===== src/rtl/wb_pkg.sv =====
// Shared types and default sizes for the register-file writeback arbiter.
package wb_pkg;

    localparam int WB_DEPTH = 4;   // long-latency result FIFO entries
    localparam int WB_DW    = 32;  // register data width
    localparam int WB_AW    = 5;   // register address width

    // One pending register write: destination and data.
    typedef struct packed {
        logic [WB_AW-1:0] wa;
        logic [WB_DW-1:0] wd;
    } wb_req_t;

    // Which source owns the write port this cycle.
    typedef enum logic [1:0] {
        WB_NONE = 2'd0,
        WB_PIPE = 2'd1,
        WB_LU   = 2'd2
    } wb_src_t;

endpackage


===== src/rtl/wb_fifo.sv =====
// In-order FIFO for long-latency results. The head is read combinationally
// so the arbiter can pop and write it in the same cycle; the array is tiny
// and maps to distributed storage rather than block RAM.
module wb_fifo
    import wb_pkg::*;
#(
    parameter int  DEPTH = WB_DEPTH,
    parameter type T     = wb_req_t
) (
    input  logic                       clk,
    input  logic                       rst,
    input  logic                       push,
    input  T                           push_data,
    input  logic                       pop,
    output T                           head,
    output logic [$clog2(DEPTH):0]     count,
    output logic                       full,
    output logic                       empty
);

    localparam int PW = $clog2(DEPTH);
    localparam int CW = PW + 1;

    T              mem [DEPTH];
    logic [PW-1:0] wr_ptr_reg;
    logic [PW-1:0] rd_ptr_reg;
    logic [CW-1:0] count_reg;
    logic          push_ok;
    logic          pop_ok;

    // Guard against overflow/underflow even if a caller misbehaves.
    assign push_ok = push && !full;
    assign pop_ok  = pop && !empty;

    assign full  = (count_reg == CW'(DEPTH));
    assign empty = (count_reg == '0);
    assign count = count_reg;
    assign head  = mem[rd_ptr_reg];

    // Storage write; contents need no reset because count gates every read.
    always_ff @(posedge clk) begin
        if (push_ok) begin
            mem[wr_ptr_reg] <= push_data;
        end
    end

    // Pointers wrap naturally since DEPTH is a power of two; count is one bit wider.
    always_ff @(posedge clk or posedge rst) begin
        if (rst) begin
            wr_ptr_reg <= '0;
            rd_ptr_reg <= '0;
            count_reg  <= '0;
        end else begin
            if (push_ok) begin
                wr_ptr_reg <= wr_ptr_reg + 1'b1;
            end
            if (pop_ok) begin
                rd_ptr_reg <= rd_ptr_reg + 1'b1;
            end
            case ({push_ok, pop_ok})
                2'b10:   count_reg <= count_reg + 1'b1;
                2'b01:   count_reg <= count_reg - 1'b1;
                default: count_reg <= count_reg;
            endcase
        end
    end

endmodule


===== src/rtl/wb_arbiter.sv =====
// Register-file writeback arbiter: merges in-order pipeline writebacks with
// queued long-latency results onto the single write port, and tracks which
// registers still have a long-latency write outstanding.
module wb_arbiter
    import wb_pkg::*;
#(
    parameter int DEPTH = WB_DEPTH,
    parameter int DW    = WB_DW,
    parameter int AW    = WB_AW
) (
    input  logic                 clk,
    input  logic                 rst,
    input  logic                 pipe_we,
    input  logic [AW-1:0]        pipe_wa,
    input  logic [DW-1:0]        pipe_wd,
    output logic                 pipe_stall,
    input  logic                 lu_valid,
    output logic                 lu_ready,
    input  logic [AW-1:0]        lu_wa,
    input  logic [DW-1:0]        lu_wd,
    input  logic                 issue_valid,
    input  logic [AW-1:0]        issue_wa,
    output logic [(1<<AW)-1:0]   busy,
    output logic                 we3,
    output logic [AW-1:0]        wa3,
    output logic [DW-1:0]        wd3
);

    localparam int NREG = 1 << AW;
    localparam int CW   = $clog2(DEPTH) + 1;

    // Same layout as wb_req_t, but sized from this instance's parameters.
    typedef struct packed {
        logic [AW-1:0] wa;
        logic [DW-1:0] wd;
    } req_t;

    req_t          lu_req;
    req_t          head;
    logic [CW-1:0] fifo_count;
    logic          fifo_full;
    logic          fifo_empty;
    logic          push;
    logic          pop;
    wb_src_t       sel;

    logic            we3_reg, we3_next;
    logic [AW-1:0]   wa3_reg, wa3_next;
    logic [DW-1:0]   wd3_reg, wd3_next;
    logic [NREG-1:0] busy_reg, busy_next;

    assign lu_req     = '{wa: lu_wa, wd: lu_wd};
    assign lu_ready   = (fifo_count < CW'(DEPTH));
    assign pipe_stall = fifo_full;
    assign push       = lu_valid && lu_ready;
    assign pop        = (sel == WB_LU);

    wb_fifo #(
        .DEPTH (DEPTH),
        .T     (req_t)
    ) u_fifo (
        .clk       (clk),
        .rst       (rst),
        .push      (push),
        .push_data (lu_req),
        .pop       (pop),
        .head      (head),
        .count     (fifo_count),
        .full      (fifo_full),
        .empty     (fifo_empty)
    );

    // Pick the write-port owner: a full FIFO must drain before the pipe proceeds.
    always_comb begin
        sel = WB_NONE;
        if (fifo_full) begin
            sel = WB_LU;
        end else if (pipe_we) begin
            sel = WB_PIPE;
        end else if (!fifo_empty) begin
            sel = WB_LU;
        end
    end

    // Next write-port values; writes to register 0 are consumed but never enabled.
    always_comb begin
        we3_next = 1'b0;
        wa3_next = wa3_reg;
        wd3_next = wd3_reg;
        case (sel)
            WB_PIPE: begin
                we3_next = (pipe_wa != '0);
                wa3_next = pipe_wa;
                wd3_next = pipe_wd;
            end
            WB_LU: begin
                we3_next = (head.wa != '0);
                wa3_next = head.wa;
                wd3_next = head.wd;
            end
            default: ;
        endcase
    end

    // Register the write port so the file sees stable values at its negedge.
    always_ff @(posedge clk or posedge rst) begin
        if (rst) begin
            we3_reg <= 1'b0;
            wa3_reg <= '0;
            wd3_reg <= '0;
        end else begin
            we3_reg <= we3_next;
            wa3_reg <= wa3_next;
            wd3_reg <= wd3_next;
        end
    end

    // Per-register scoreboard update: a new issue outranks a retiring write.
    assign busy_next[0] = 1'b0;
    generate
        for (genvar gi = 1; gi < NREG; gi++) begin : g_busy
            logic set_bit;
            logic clr_bit;
            assign set_bit       = issue_valid && (issue_wa == AW'(gi));
            assign clr_bit       = pop && (head.wa == AW'(gi));
            assign busy_next[gi] = set_bit || (busy_reg[gi] && !clr_bit);
        end
    endgenerate

    // Scoreboard state; clears at the same edge the matching write issues.
    always_ff @(posedge clk or posedge rst) begin
        if (rst) begin
            busy_reg <= '0;
        end else begin
            busy_reg <= busy_next;
        end
    end

    assign we3  = we3_reg;
    assign wa3  = wa3_reg;
    assign wd3  = wd3_reg;
    assign busy = busy_reg;

endmodule


===== config.mk =====
export PLATFORM = sky130hd
export DESIGN_NAME = wb_arbiter
export DESIGN_NICKNAME = d
export VERILOG_FILES = /design/src/rtl/wb_pkg.sv /design/src/rtl/wb_fifo.sv /design/src/rtl/wb_arbiter.sv
export SDC_FILE = /design/constraint.sdc
export NUM_CORES = 1
export LEC_CHECK = 0
export BUFFER_PORTS_ARGS = -buffer_cell sky130_fd_sc_hd__buf_2
export CAP_MARGIN = 5
export CORE_MARGIN = 3
export CORE_UTILIZATION = 50
export DETAILED_ROUTE_END_ITERATION = 8
export GPL_TIMING_DRIVEN = 0
export PLACE_DENSITY = 0.79
export RECOVER_POWER = 50
export SETUP_SLACK_MARGIN = 0.1
export SLEW_MARGIN = 10
export SYNTH_ARGS = -nofsm -noshare
export SYNTH_HDL_FRONTEND = slang
export SYNTH_SLANG_ARGS = --single-unit

===== constraint.sdc =====
create_clock -name clk -period 2.45 [get_ports clk]
set_input_delay 0.1225 -clock clk [delete_from_list [all_inputs] [get_ports clk]]
set_output_delay 0.1225 -clock clk [all_outputs]
set_load 0.005 [all_outputs]

=== Yosys cells after proc, flatten, opt, wreduce, memory -nomap -nowiden ===
Memories as Yosys holds them, arrays and structs flattened.
Cells that the tools add are included.

* Bits in registers: 76
* Memory bits (writable): 148
* Memories: 1

{| class="wikitable"
|+ Memories
! name !! depth !! width !! rd ports !! clocked after memory_dff !! wr ports !! RTL line !! RTL
|-
| u_fifo.mem || 4 || 37 || 1 || 0 || 1 || wb_fifo.sv:24 || <nowiki>T mem [DEPTH];</nowiki>
|}

* Add/subtract/negate cells: 4
* $lt $le $gt $ge: 1
* Equality and inequality tests: 67
* Mux-type cells: 9
* Reductions and logical operators: 165

{| class="wikitable"
|+ Operator list
! kind !! count
|-
| $eq A5 B5 Y1 const B || 32
|-
| $logic_and A1 B1 Y1 || 96
|-
| $eq A5 B4 Y1 const B || 16
|-
| $pmux W32 S2 || 1
|-
| $eq A5 B3 Y1 const B || 8
|-
| $logic_not A1 Y1 || 33
|-
| $logic_or A1 B1 Y1 || 31
|-
| $eq A5 B2 Y1 const B || 4
|-
| $eq A5 B1 Y1 const B || 2
|-
| $pmux W5 S2 || 1
|-
| $reduce_bool A5 Y1 || 2
|-
| $mux W2 || 3
|-
| $pmux W3 S2 || 1
|-
| $add A2 B1 Y2 const B || 2
|-
| $eq A2 B1 Y1 const B || 2
|-
| $eq A2 B2 Y1 const B || 2
|-
| $reduce_bool A2 Y1 || 2
|-
| $add A3 B1 Y3 const B || 1
|-
| $eq A3 B3 Y1 const B || 1
|-
| $logic_not A3 Y1 || 1
|-
| $lt A3 B3 Y1 const B || 1
|-
| $sub A3 B1 Y3 const B || 1
|-
| $mux W1 || 2
|-
| $pmux W1 S2 || 1
|}

=== Logic depth before layout (Yosys ltp) ===
Gate-level depths: netlist of the first run.

* Depth in word-level cells: 9
* Mapped depth: 10

=== Hierarchy ===
From an unflattened synthesis of the first run, not the netlist that was laid out.

* Cells, all modules: 580
* Area total of the unflattened synthesis: 9113.7 µm²

{| class="wikitable"
|+ Modules (own cells, without submodules)
! module !! instances !! cells an instance !! area an instance (µm²) !! seq. area each (µm²)
|-
| wb_fifo || 1 || 231 || 5759.3 || 4619.4
|-
| wb_arbiter || 1 || 349 || 3354.5 || 1726.7
|}

=== Worst setup path before layout of the first run ===
No wires, ideal clock.

* Kind: reg2reg
* Start: register u_fifo.count_reg[0], in the netlist u_fifo.count[0]
* End: register u_fifo.count_reg[2], in the netlist u_fifo.count[2]
* Library setup time: 0.080 ns
* Data arrival time: 2.328 ns
* Data required time: 2.370 ns
* Setup slack: 0.042 ns
* Cell stages (with the launch flop): 11
* Path through: dfrtp_1 > o21ai_0 > nand2_2 > inv_2 > buf_4 > ha_1 > inv_1 > fa_1 > xor2_1 > nor2_1 > xnor2_1

* Longest elaborated chain between the ends: 8

{| class="wikitable"
|+ RTL lines
! what !! RTL line !! RTL
|-
| from (decl) || wb_fifo.sv:27 || <nowiki>logic [CW-1:0] count_reg;</nowiki>
|-
| from (signal assigned) || wb_fifo.sv:61 || <nowiki>2'b10: count_reg <= count_reg + 1'b1;</nowiki>
|-
| from (signal assigned) || wb_fifo.sv:62 || <nowiki>2'b01: count_reg <= count_reg - 1'b1;</nowiki>
|-
| from (signal assigned) || wb_fifo.sv:63 || <nowiki>default: count_reg <= count_reg;</nowiki>
|-
| $logic_not A3 Y1 || wb_fifo.sv:36 || <nowiki>assign empty = (count_reg == '0);</nowiki>
|-
| $mux W2 || wb_arbiter.sv:80 || <nowiki>end else if (!fifo_empty) begin</nowiki>
|-
| $mux W2 || wb_arbiter.sv:78 || <nowiki>end else if (pipe_we) begin</nowiki>
|-
| $mux W2 || wb_arbiter.sv:76 || <nowiki>if (fifo_full) begin</nowiki>
|-
| $eq A2 B2 Y1 || wb_arbiter.sv:56 || <nowiki>assign pop = (sel == WB_LU);</nowiki>
|-
| $logic_and A1 B1 Y1 (*) || wb_fifo.sv:33 || <nowiki>assign pop_ok = pop && !empty;</nowiki>
|-
| net u_fifo.pop_ok || wb_fifo.sv:29 || <nowiki>logic pop_ok;</nowiki>
|-
| $eq A2 B1 Y1 or $eq A2 B2 Y1 (tied branches) || wb_fifo.sv:60 || <nowiki>case ({push_ok, pop_ok})</nowiki>
|-
| $pmux W3 S2 or $reduce_bool A2 Y1 (tied branches) || n/a ||
|}

The timed path passes the listed nets; every way through them passes the cells marked *.
A chain may end at the register's enable or synchronous reset.

=== Worst setup path in the final report of the first run ===
* Start: register u_fifo.count_reg[0], in the netlist u_fifo.count[0]
* End: register u_fifo.count_reg[1], in the netlist u_fifo.count[1]

Same word-level chain as after synthesis.

==> results of run 1 <==
[through the flow]
stage	cells	TNS, ns	hold WS, ns	instance area, um2
final	1052	0	0.0226	11700
after CTS	1043	0	0.0206	11600
after global routing	1052	0	0.0521	11700
after global placement	923	-102.11	0.334	9990
after floorplan	548	0	0.221	8960
after detailed placement	929	-0.366	0.0577	10100
[power groups by stage]
stage                     clock (mW)  combinational [mW]  sequential, mW
after floorplan                    0                2.60            5.45
after global placement             0                3.91            5.43
after detailed placement           0                4.15            5.49
after CTS                       3.45                4.31            5.44
after global routing            3.62                4.77            5.56
final                           3.42                4.39            5.46
[kinds of logic (layout without fill, tap and decap cells)]
group,count (synthesis),after routing,share of synthesized area [%]
AO/OA/AOI/OAI,91,91,6.44
XOR/XNOR,6,6,0.587
adder cells (fa/ha/maj),6,6,0.922
buffers and inverters,54,330,2.67
flip-flops,224,224,70.8
multiplexers,70,70,13.0
other,1,4,0.0419
AND/OR/NAND/NOR,96,96,5.52
[final timing paths]
check / startpoint / end / slack [ns] / cells after the start
max: u_fifo.count[0] / u_fifo.count[1] / 0.21 / 8
min: pipe_wd[31] / wd3[31] / 0.02 / 3
min in group asynchronous: rst / wd3[18] / 0.25 / 3
max in group asynchronous: rst / u_fifo.count[0] / 1.45 / 4
min reg2reg: wd3[5] / wd3[5] / 0.48 / 2
max reg2reg: u_fifo.count[0] / u_fifo.count[1] / 0.21 / 8
[routing by layer]
| layer | part of all wire [%] | routed length, um | vias up | track usage (%) |
|---|---|---|---|---|
| met2 | 52 | 11400 | 299 | 38.3 |
| met3 | 7.9 | 1740 | 47 | 4.30 |
| met1 | 38 | 8390 | 2996 | 28.7 |
| met5 | 0 | 0 | - | 0 |
| li1 | - | - | 2633 | - |
| met4 | 2.4 | 529 | 0 | 7.39 |
[worst register-to-register path: cells and delay by family, from the launching register on]
family	cells	cell delay, ns
fa+ha+maj	2	0.63
simple gates	2	0.60
flops	1	0.45
buf+inv	3	0.35
mux	1	0.13
[cells in the mapped netlist (8+ instances only)]
cell type,n
nand2b_1,8
dfrtp_1,76
mux2i_1,33
o31ai_1,15
o21ai_0,50
inv_1,26
o221ai_1,12
edfxtp_1,148
clkbuf_1,16
nand2_1,52
mux4_2,37
[area by class of cell]
type / count / area, um2 / area share, %
tap: 225 / 282 / 2.42
antenna: 3 / 7.51 / 0.0644
clock buffer: 27 / 621 / 5.32
clock inverter: 13 / 120 / 1.03
buffer: 27 / 145 / 1.25
timing repair buffer: 236 / 1580 / 13.6
sequential: 224 / 6350 / 54.5
inverter: 27 / 115 / 0.988
multi-input combinational: 270 / 2430 / 20.9
[what timing repair did]
item	CTS	global route
resized for setup	8	8
buffers inserted	0	6
cloned	0	0
hold buffers	74	0
pin swaps	0	2
setup endpoints to repair	2	17
endpoints found under the hold margin	261	0
==> metrics, run 1 <==
Worst-Skew Late Latency around 0.50 ns; Post-Synthesis Cells approximately 550; DP HPWL 14100 um; WL/cell about 21 um; max-slew violation total from the final report 0; Antenna Nets Post-Route 0; first-pass GRT wire length roughly 34000 um; GRT overflow 0; Post-Route Utilization 66.9%; max_slew headroom 51.3%; vias per std cell ~5.7; Cell Area, Synth 8960 um2; CTS buffer count 22; Top Ports 156; logic gate share of total power around a third; Static Leak between 4 and 5 nW; count of state elements after synthesis 224; slowest stage delay, CP 0.45 ns; most common cell after layout, fill and taps aside edfxtp_1; vias about 6000; number of synthesized flops with an enable pin between 100 and 150; clk_skew roughly 0.013 ns; CP Class flop to flop; sw power 4.28 mW; Die H ~140 um; pin count of the biggest net entering global routing between 60 and 70; final worst-path setup slack between 0.2 and 0.25 ns; Synthesized Nets roughly 640; share of cells above drive strength 1 between 20% and 30%; slowest CP cell dfrtp_2; Final Power 13.3 mW; clock power share between 20% and 30%; pwr/cell area 1140 nW/um2; CP top delay family adder cells; Tmin final 2.24 ns; Initial Util slightly above 50%; Async S/R FF share, synth between 30% and 40%; clk sinks ~220; CP required roughly 2.9 ns; yosys warns 0; leading area contributor after synthesis edfxtp_1; initial antenna violation count 3; part of the cycle the worst path needs roughly 90%; Worst Tran Pin Value a little over 0.7 ns; number of cell rows between 40 and 50; Worst setup EP type flop; CP bufs+invs 3; most frequent cells in the layout edfxtp_1, buf_2, dfrtp_1, dlygate4sd3_1, clkbuf_1; Max Cap Viol 0; core area approximately 17000 um2; CP arrival ~2.7 ns; final wirelength 22100 um; Die ar. between 15000 and 20000 um2; number of port buffers 150; internal power roughly 9 mW; root buffer cell clkbuf_16; Final setup viols 0; First DRT Iteration DRCs 416; CP max FO 10; placer congestion estimate between 0.8 and 0.9; syn_area_per_cell between 15 and 20 um2; switching power share of the total 32.2%; GR Util All Layers between 20% and 30%; unrepaired setup endpoints after global routing false; Reg clk slew, reported paths 0.06 ns; max reg flops around 150; CTS tree yes; DRT Pass-1 Iters 5; Max Freq 447 MHz; synth unique cells 48; Longest Clk Path Bufs 3; status finished clean; fillcell total approximately 1200; Worst VDD drop ~750 uV; top_reg_cell synth edfxtp_1; # H-tree levels 1; sequential area share after synthesis slightly above 70%; pre-CTS WS -0.284 ns; vias in the first global route 6351; Startpoint Class flop; Area contributors post-synth edfxtp_1, dfrtp_1, mux4_2; post-synth top area share roughly 50%; nets@finish around 900; Hold Path Class input pin to flop; DIE WIDTH approximately 140 um; drt drc 0; crit-path cells or3_4 > nand2_8 > clkinv_8 > buf_8 > ha_1 > inv_1 > fa_1 > mux2i_1; Seq pwr share 41.1%; final hold vios 0; P&R area growth vs syn 30.1%
No activity file was read; power rests on OpenSTA's default activity.
==> run 2: changes to the inputs <==
--- a/config.mk
+++ b/config.mk
@@ -7,6 +7,7 @@
 export LEC_CHECK = 0
 export BUFFER_PORTS_ARGS = -buffer_cell sky130_fd_sc_hd__buf_2
 export CAP_MARGIN = 5
+export CORE_ASPECT_RATIO = 0.5
 export CORE_MARGIN = 3
 export CORE_UTILIZATION = 50
 export DETAILED_ROUTE_END_ITERATION = 8
==> run 2 against run 1 <==
Compared with the run above:
- the run now ends with max-capacitance violations, max-slew violations left
- core utilization is 1.4 points higher
- fmax fell by 0.31%
- hold slack worse by 0.012 ns
- sequential power about the same
- sequential share of layout area up 0.29 points
- critical path depth is 2 higher
- largest cell class unchanged
==> metrics, run 2 (same netlist as run 1, synthesis figures left out) <==
status finished, violations left; violated checks max-capacitance violations, max-slew violations; final wirelength 21300 um (-3.5%); clk sinks 224 (unchanged); Top Ports 156 (unchanged); First DRT Iteration DRCs 336 (-19%); CP Class flop to flop; part of the cycle the worst path needs 91.7% (+0.29 points); Worst-Skew Late Latency 0.50 ns (about the same); DIE WIDTH 195 um (+40%); Longest Clk Path Bufs 3 (unchanged); pin count of the biggest net entering global routing 43 (-34%); placed cell area 10100 um2 (+0.22%); Max Cap Viol 1 (+1); GRT overflow 0 (unchanged); Die ar. 19700 um2 (+0.50%); Final setup viols 0 (unchanged); DRT Pass-1 Iters 5 (unchanged); Post-Route Utilization 68.3% (+1.4 points); initial antenna violation count 0 (-3); CP max FO 10 (unchanged); CTS buffer count 20 (-9.1%); GR Util All Layers 21.9% (-0.33 points); crit-path cells o21ai_4 > nand2_4 > inv_6 > buf_6 > ha_1 > inv_1 > fa_1 > xor2_1 > nor2_1 > xnor2_1; vias 5838 (-2.3%); Tmin final 2.25 ns (+0.00700 ns); vias per std cell 5.60 (-1.4%); final hold vios 0 (unchanged); number of port buffers 150 (unchanged); DP HPWL 13500 um (-4.0%); Worst setup EP type flop; slowest stage delay, CP 0.46 ns (about the same); number of cell rows 33 (-31%); placer congestion estimate 0.813 (-9.0%); Max Freq 445 MHz (-0.31%); clk_skew 0.0149 ns (+0.00212 ns); core area 17000 um2 (-2.6%); most common cell after layout, fill and taps aside edfxtp_1; WL/cell 20.5 um (-2.6%); Reg clk slew, reported paths 0.07 ns (about the same); CTS tree yes; max-slew violation total from the final report 42 (+42); share of cells above drive strength 1 25.2% (-0.57 points); fillcell total 1134 (-5.6%); Die H 101 um (-28%); root buffer cell clkbuf_16; nets@finish 891 (-0.78%); Hold WS 0.0108 ns (-0.0117 ns); Worst VDD drop 733 uV (-2.4%); first-pass GRT wire length 33600 um (-2.5%); pwr/cell area 1140 nW/um2 (about the same); Hold Path Class input pin to flop; max reg flops 148 (unchanged); Worst Tran Pin Value 1.67 ns (+0.945 ns); Initial Util 52.8% (+1.4 points); CP required 2.82 ns (-0.04 ns); # H-tree levels 1 (unchanged); CP arrival 2.62 ns (-0.03 ns); Startpoint Class flop; vias in the first global route 6110 (-3.8%); post-route cell area 11600 um2 (-0.55%); slowest CP cell dfrtp_2; most frequent cells in the layout edfxtp_1, buf_2, dfrtp_1, dlygate4sd3_1, clkbuf_1; Antenna Nets Post-Route 0 (unchanged); Antenna Cells 0 (-3); max_slew headroom -11.6% (-63 points); P&R area growth vs syn 29.4%; Static Leak 4.49 nW (-0.34%); unrepaired setup endpoints after global routing true; drt drc 0 (unchanged); setup TNS 0 ns (unchanged)
[run 2: cell type report]
cell class,instances,area [um2],share of cell area [%]
buffer,27,141,1.22
inverter,27,106,0.918
multi-input combinational,270,2410,20.8
timing repair buffer,231,1570,13.5
clock buffer,28,576,4.97
clock inverter,8,155,1.34
tap,227,284,2.45
sequential,224,6350,54.8
[run 2: critical path: cells and delay by family (launching register included)]
family	cells	cell delay (ns)
buffers and inverters	3	0.38
AO/OA/AOI/OAI	1	0.24
AND/OR/NAND/NOR	2	0.18
adder cells (fa/ha/maj)	2	0.57
flip-flops	1	0.46
XOR/XNOR	2	0.29
[run 2: power by group]
part | leakage (nW) | internal, mW | total (mW) | switching [mW]
sequential | 2.20 | 4.98 | 5.44 | 0.454
combinational | 1.93 | 1.96 | 4.30 | 2.34
clock | 0.362 | 2.08 | 3.46 | 1.38
total | 4.49 | 9.03 | 13.2 | 4.17
[run 2: layer usage]
layer  global-route usage, %  share of wire [%]  up-vias
li1                        -                  -     2604
met1                    29.8                 42     2959
met2                    38.2                 50      243
met3                    3.57                6.3       32
met4                    5.15                1.8        0
met5                       0                  0        -
[run 2: per-stage QoR]
step	std cells	total power [mW]	worst slack [ns]
finish	1042	13.2	0.204
global route	1042	13.9	0.0328
CTS	1042	13.2	0.122
detailed placement	931	9.64	-0.191
global placement	925	9.38	-0.680
floorplan	548	8.05	0.178
[run 2: worst paths after layout]
path / startpoint / end / slack [ns] / cells past startpoint
max reg2reg: u_fifo.count[0] / u_fifo.count[2] / 0.20 / 10
min in group asynchronous: rst / wa3[1] / 0.70 / 3
max in group asynchronous: rst / wd3[26] / 0.76 / 3
max: u_fifo.count[0] / u_fifo.count[2] / 0.20 / 10
min: pipe_wd[6] / wd3[6] / 0.01 / 3
min reg2reg: wd3[9] / wd3[9] / 0.48 / 2
[run 2: repair_timing]
action                                 in CTS  in global routing
buffers inserted                            1                  0
gates resized for setup                     6                  3
endpoints found under the hold margin     226                  0
pin swaps                                   1                  0
setup endpoints to repair                   2                  4
hold buffers                               74                  0
gates cloned                                0                  0
==> run 3: changes to the inputs <==
--- a/config.mk
+++ b/config.mk
@@ -9,10 +9,10 @@
 export CAP_MARGIN = 5
 export CORE_ASPECT_RATIO = 0.5
 export CORE_MARGIN = 3
-export CORE_UTILIZATION = 50
+export CORE_UTILIZATION = 49
 export DETAILED_ROUTE_END_ITERATION = 8
 export GPL_TIMING_DRIVEN = 0
-export PLACE_DENSITY = 0.79
+export PLACE_DENSITY = 0.78
 export RECOVER_POWER = 50
 export SETUP_SLACK_MARGIN = 0.1
 export SLEW_MARGIN = 10
==> run 3 against run 2 <==
Compared with the run above:
- the flow now finishes without violations
- clock-buffer cell count decreased by 6
- core utilization down 2.7 points
- critical path depth shrank 5
- final cell count grew 0.86%
- sequential cell count is the same
- first-iteration DRC count grew 23%
- largest cell class unchanged
- largest power group unchanged
==> metrics, run 3 (same netlist as run 1, synthesis figures left out) <==
drt drc 0 (unchanged); Hold Path Class input pin to flop; Longest Clk Path Bufs 3 (unchanged); clock power share 25.0% (-1.2 points); initial antenna violation count 1 (+1); Die H 102 um (+0.95%); crit-path cells buf_2 > clkbuf_1 > mux4_2 > mux2i_1 > o21ai_0; P&R area growth vs syn 29.2%; Static Leak 4.45 nW (-0.92%); Final Power 13.0 mW (-1.1%); CP required 2.79 ns (-0.03 ns); share of cells above drive strength 1 25.2% (+0.092 points); clk_skew 0.0149 ns (+0.0000187 ns); worst r2r path cells 5 (-5); worst reg2reg endpoint wd3[3]; switching power share of the total 32.3% (+0.67 points); Startpoint Class flop; hold endpoint busy[16]; worst reg-to-reg setup slack 0.16 ns (-0.04 ns); logic gate share of total power 33.2% (+0.6 points); nets@finish 892 (+0.11%); placed cell area 10100 um2 (about the same); Max Cap Viol 0 (-1); GRT overflow 0 (unchanged); Antenna Nets Post-Route 0 (unchanged); slowest CP cell clkbuf_1; vias in the first global route 6027 (-1.4%); max_slew headroom 30.2% (+42 points); CTS buffer count 20 (unchanged); CP top delay family buffers and inverters; DIE WIDTH 197 um (+0.98%); post-route cell area 11600 um2 (-0.15%); Worst setup EP type flop; Final setup viols 0 (unchanged); placer congestion estimate 0.848 (+4.3%); First DRT Iteration DRCs 412 (+23%); Reg clk slew, reported paths 0.07 ns (about the same); Top Ports 156 (unchanged); CP max FO 10 (unchanged); Worst-Skew Late Latency 0.50 ns (about the same); hold path depth 3 (unchanged); CP bufs+invs 2 (-1); Max Freq 437 MHz (-1.9%); slowest stage delay, CP 0.63 ns (+0.17 ns); Critical R2R Launch u_fifo.rd_ptr_reg[1]; part of the cycle the worst path needs 93.5% (+1.8 points); max-slew violation total from the final report 0 (-100%); Worst Setup SP u_fifo.rd_ptr_reg[1]; most frequent cells in the layout edfxtp_1, buf_2, dlygate4sd3_1, dfrtp_1, clkbuf_1; clk sinks 224 (unchanged); final worst-path setup slack 0.160 ns (-0.0441 ns); unrepaired setup endpoints after global routing false; max reg flops 148 (unchanged); # H-tree levels 1 (unchanged); sw power 4.21 mW (+0.98%); Seq pwr share 41.8% (+0.6 points); Worst VDD drop 613 uV (-16%); Initial Util 50.7% (-2.0 points); Tmin final 2.29 ns (+0.0441 ns); WL/cell 20.7 um (+0.91%); CP arrival 2.63 ns (about the same); core area 17700 um2 (+4.0%); vias per std cell 5.50 (-1.8%); first-pass GRT wire length 33700 um (+0.16%); final hold vios 0 (unchanged); CTS tree yes; pin count of the biggest net entering global routing 58 (+35%); DRT Pass-1 Iters 5 (unchanged); pre-CTS WS -0.216 ns (-0.0247 ns); hold_sp issue_wa[4]; setup TNS 0 ns (unchanged); CP Class flop to flop; most common cell after layout, fill and taps aside edfxtp_1; root buffer cell clkbuf_16; final wirelength 21700 um (+1.8%); Worst Tran Pin Value 1.04 ns (-0.631 ns); number of port buffers 150 (unchanged); number of cell rows 34 (+3.0%); internal power 8.84 mW (-2.1%); status finished clean; vias 5783 (-0.94%); GR Util All Layers 21.8% (-0.18 points); pwr/cell area 1130 nW/um2 (-0.96%); DP HPWL 13600 um (+0.71%); Die ar. 20000 um2 (+1.9%)
run 3: cell count changes in the layout (fill, tap and decap cells not counted), moves of 2 or more:
cell	previous run	this run
clkbuf_8	4	1
clkinv_1	0	2
clkinv_2	2	4
clkinvlp_4	0	4
inv_6	2	0
run 3: worst max path at each step:
stage | endpoint | cells after the start
3_3_place_gp | wd3[22] | 2
6_report | wd3[3] | 5
3_5_place_dp | u_fifo.count[2] | 10
4_1_cts | u_fifo.count[2] | 10
2_1_floorplan | u_fifo.count[2] | 10
5_1_grt | u_fifo.count[2] | 10
run 3: metrics by stage:
stage	utilization (%)	instances	hold slack [ns]
2_1_floorplan	-	548	0.221
3_3_place_gp	56.7	932	0.334
3_5_place_dp	57.5	937	0.110
4_1_cts	65.9	1048	0.0379
5_1_grt	65.6	1051	0.0639
6_report	65.6	1051	0.0581
run 3: tightest hold or removal path: stages:
cell	delay [ns]
buf_2	0.14
nand3_1	0.16
o31ai_1	0.08
run 3: cell type report:
cell class	instances	area, um2
fillers	1227	6080
plain buffers	27	150
clock inverters	14	164
multi-input cells	270	2420
inverters	27	110
diodes	1	2.50
well taps	234	293
flip-flops and latches	224	6350
repair buffers	232	1570
clock buffers	22	518
run 3: power groups by stage:
stage	logic [mW]	clock network, mW	registers [mW]
floorplan	2.60	0	5.45
global placement	3.92	0	5.43
detailed placement	4.16	0	5.47
CTS	4.34	3.31	5.42
global route	4.75	3.47	5.54
finish	4.33	3.27	5.45
run 3: timing repair:
item	in CTS	in global routing
gates resized for setup	12	3
endpoints found under the setup margin	12	11
pin swaps	0	2
hold endpoints to repair	262	0
buffers inserted	0	2
hold buffers	75	0
gates cloned	0	0
run 3: metal layers:
metal  global-route usage [%]  routed length, um  up-vias
met5                        0                  0        -
met4                     4.60                297        0
met3                     4.29               1230       26
met2                     37.8              11100      182
met1                     29.2               9130     2957
li1                         -                  -     2618
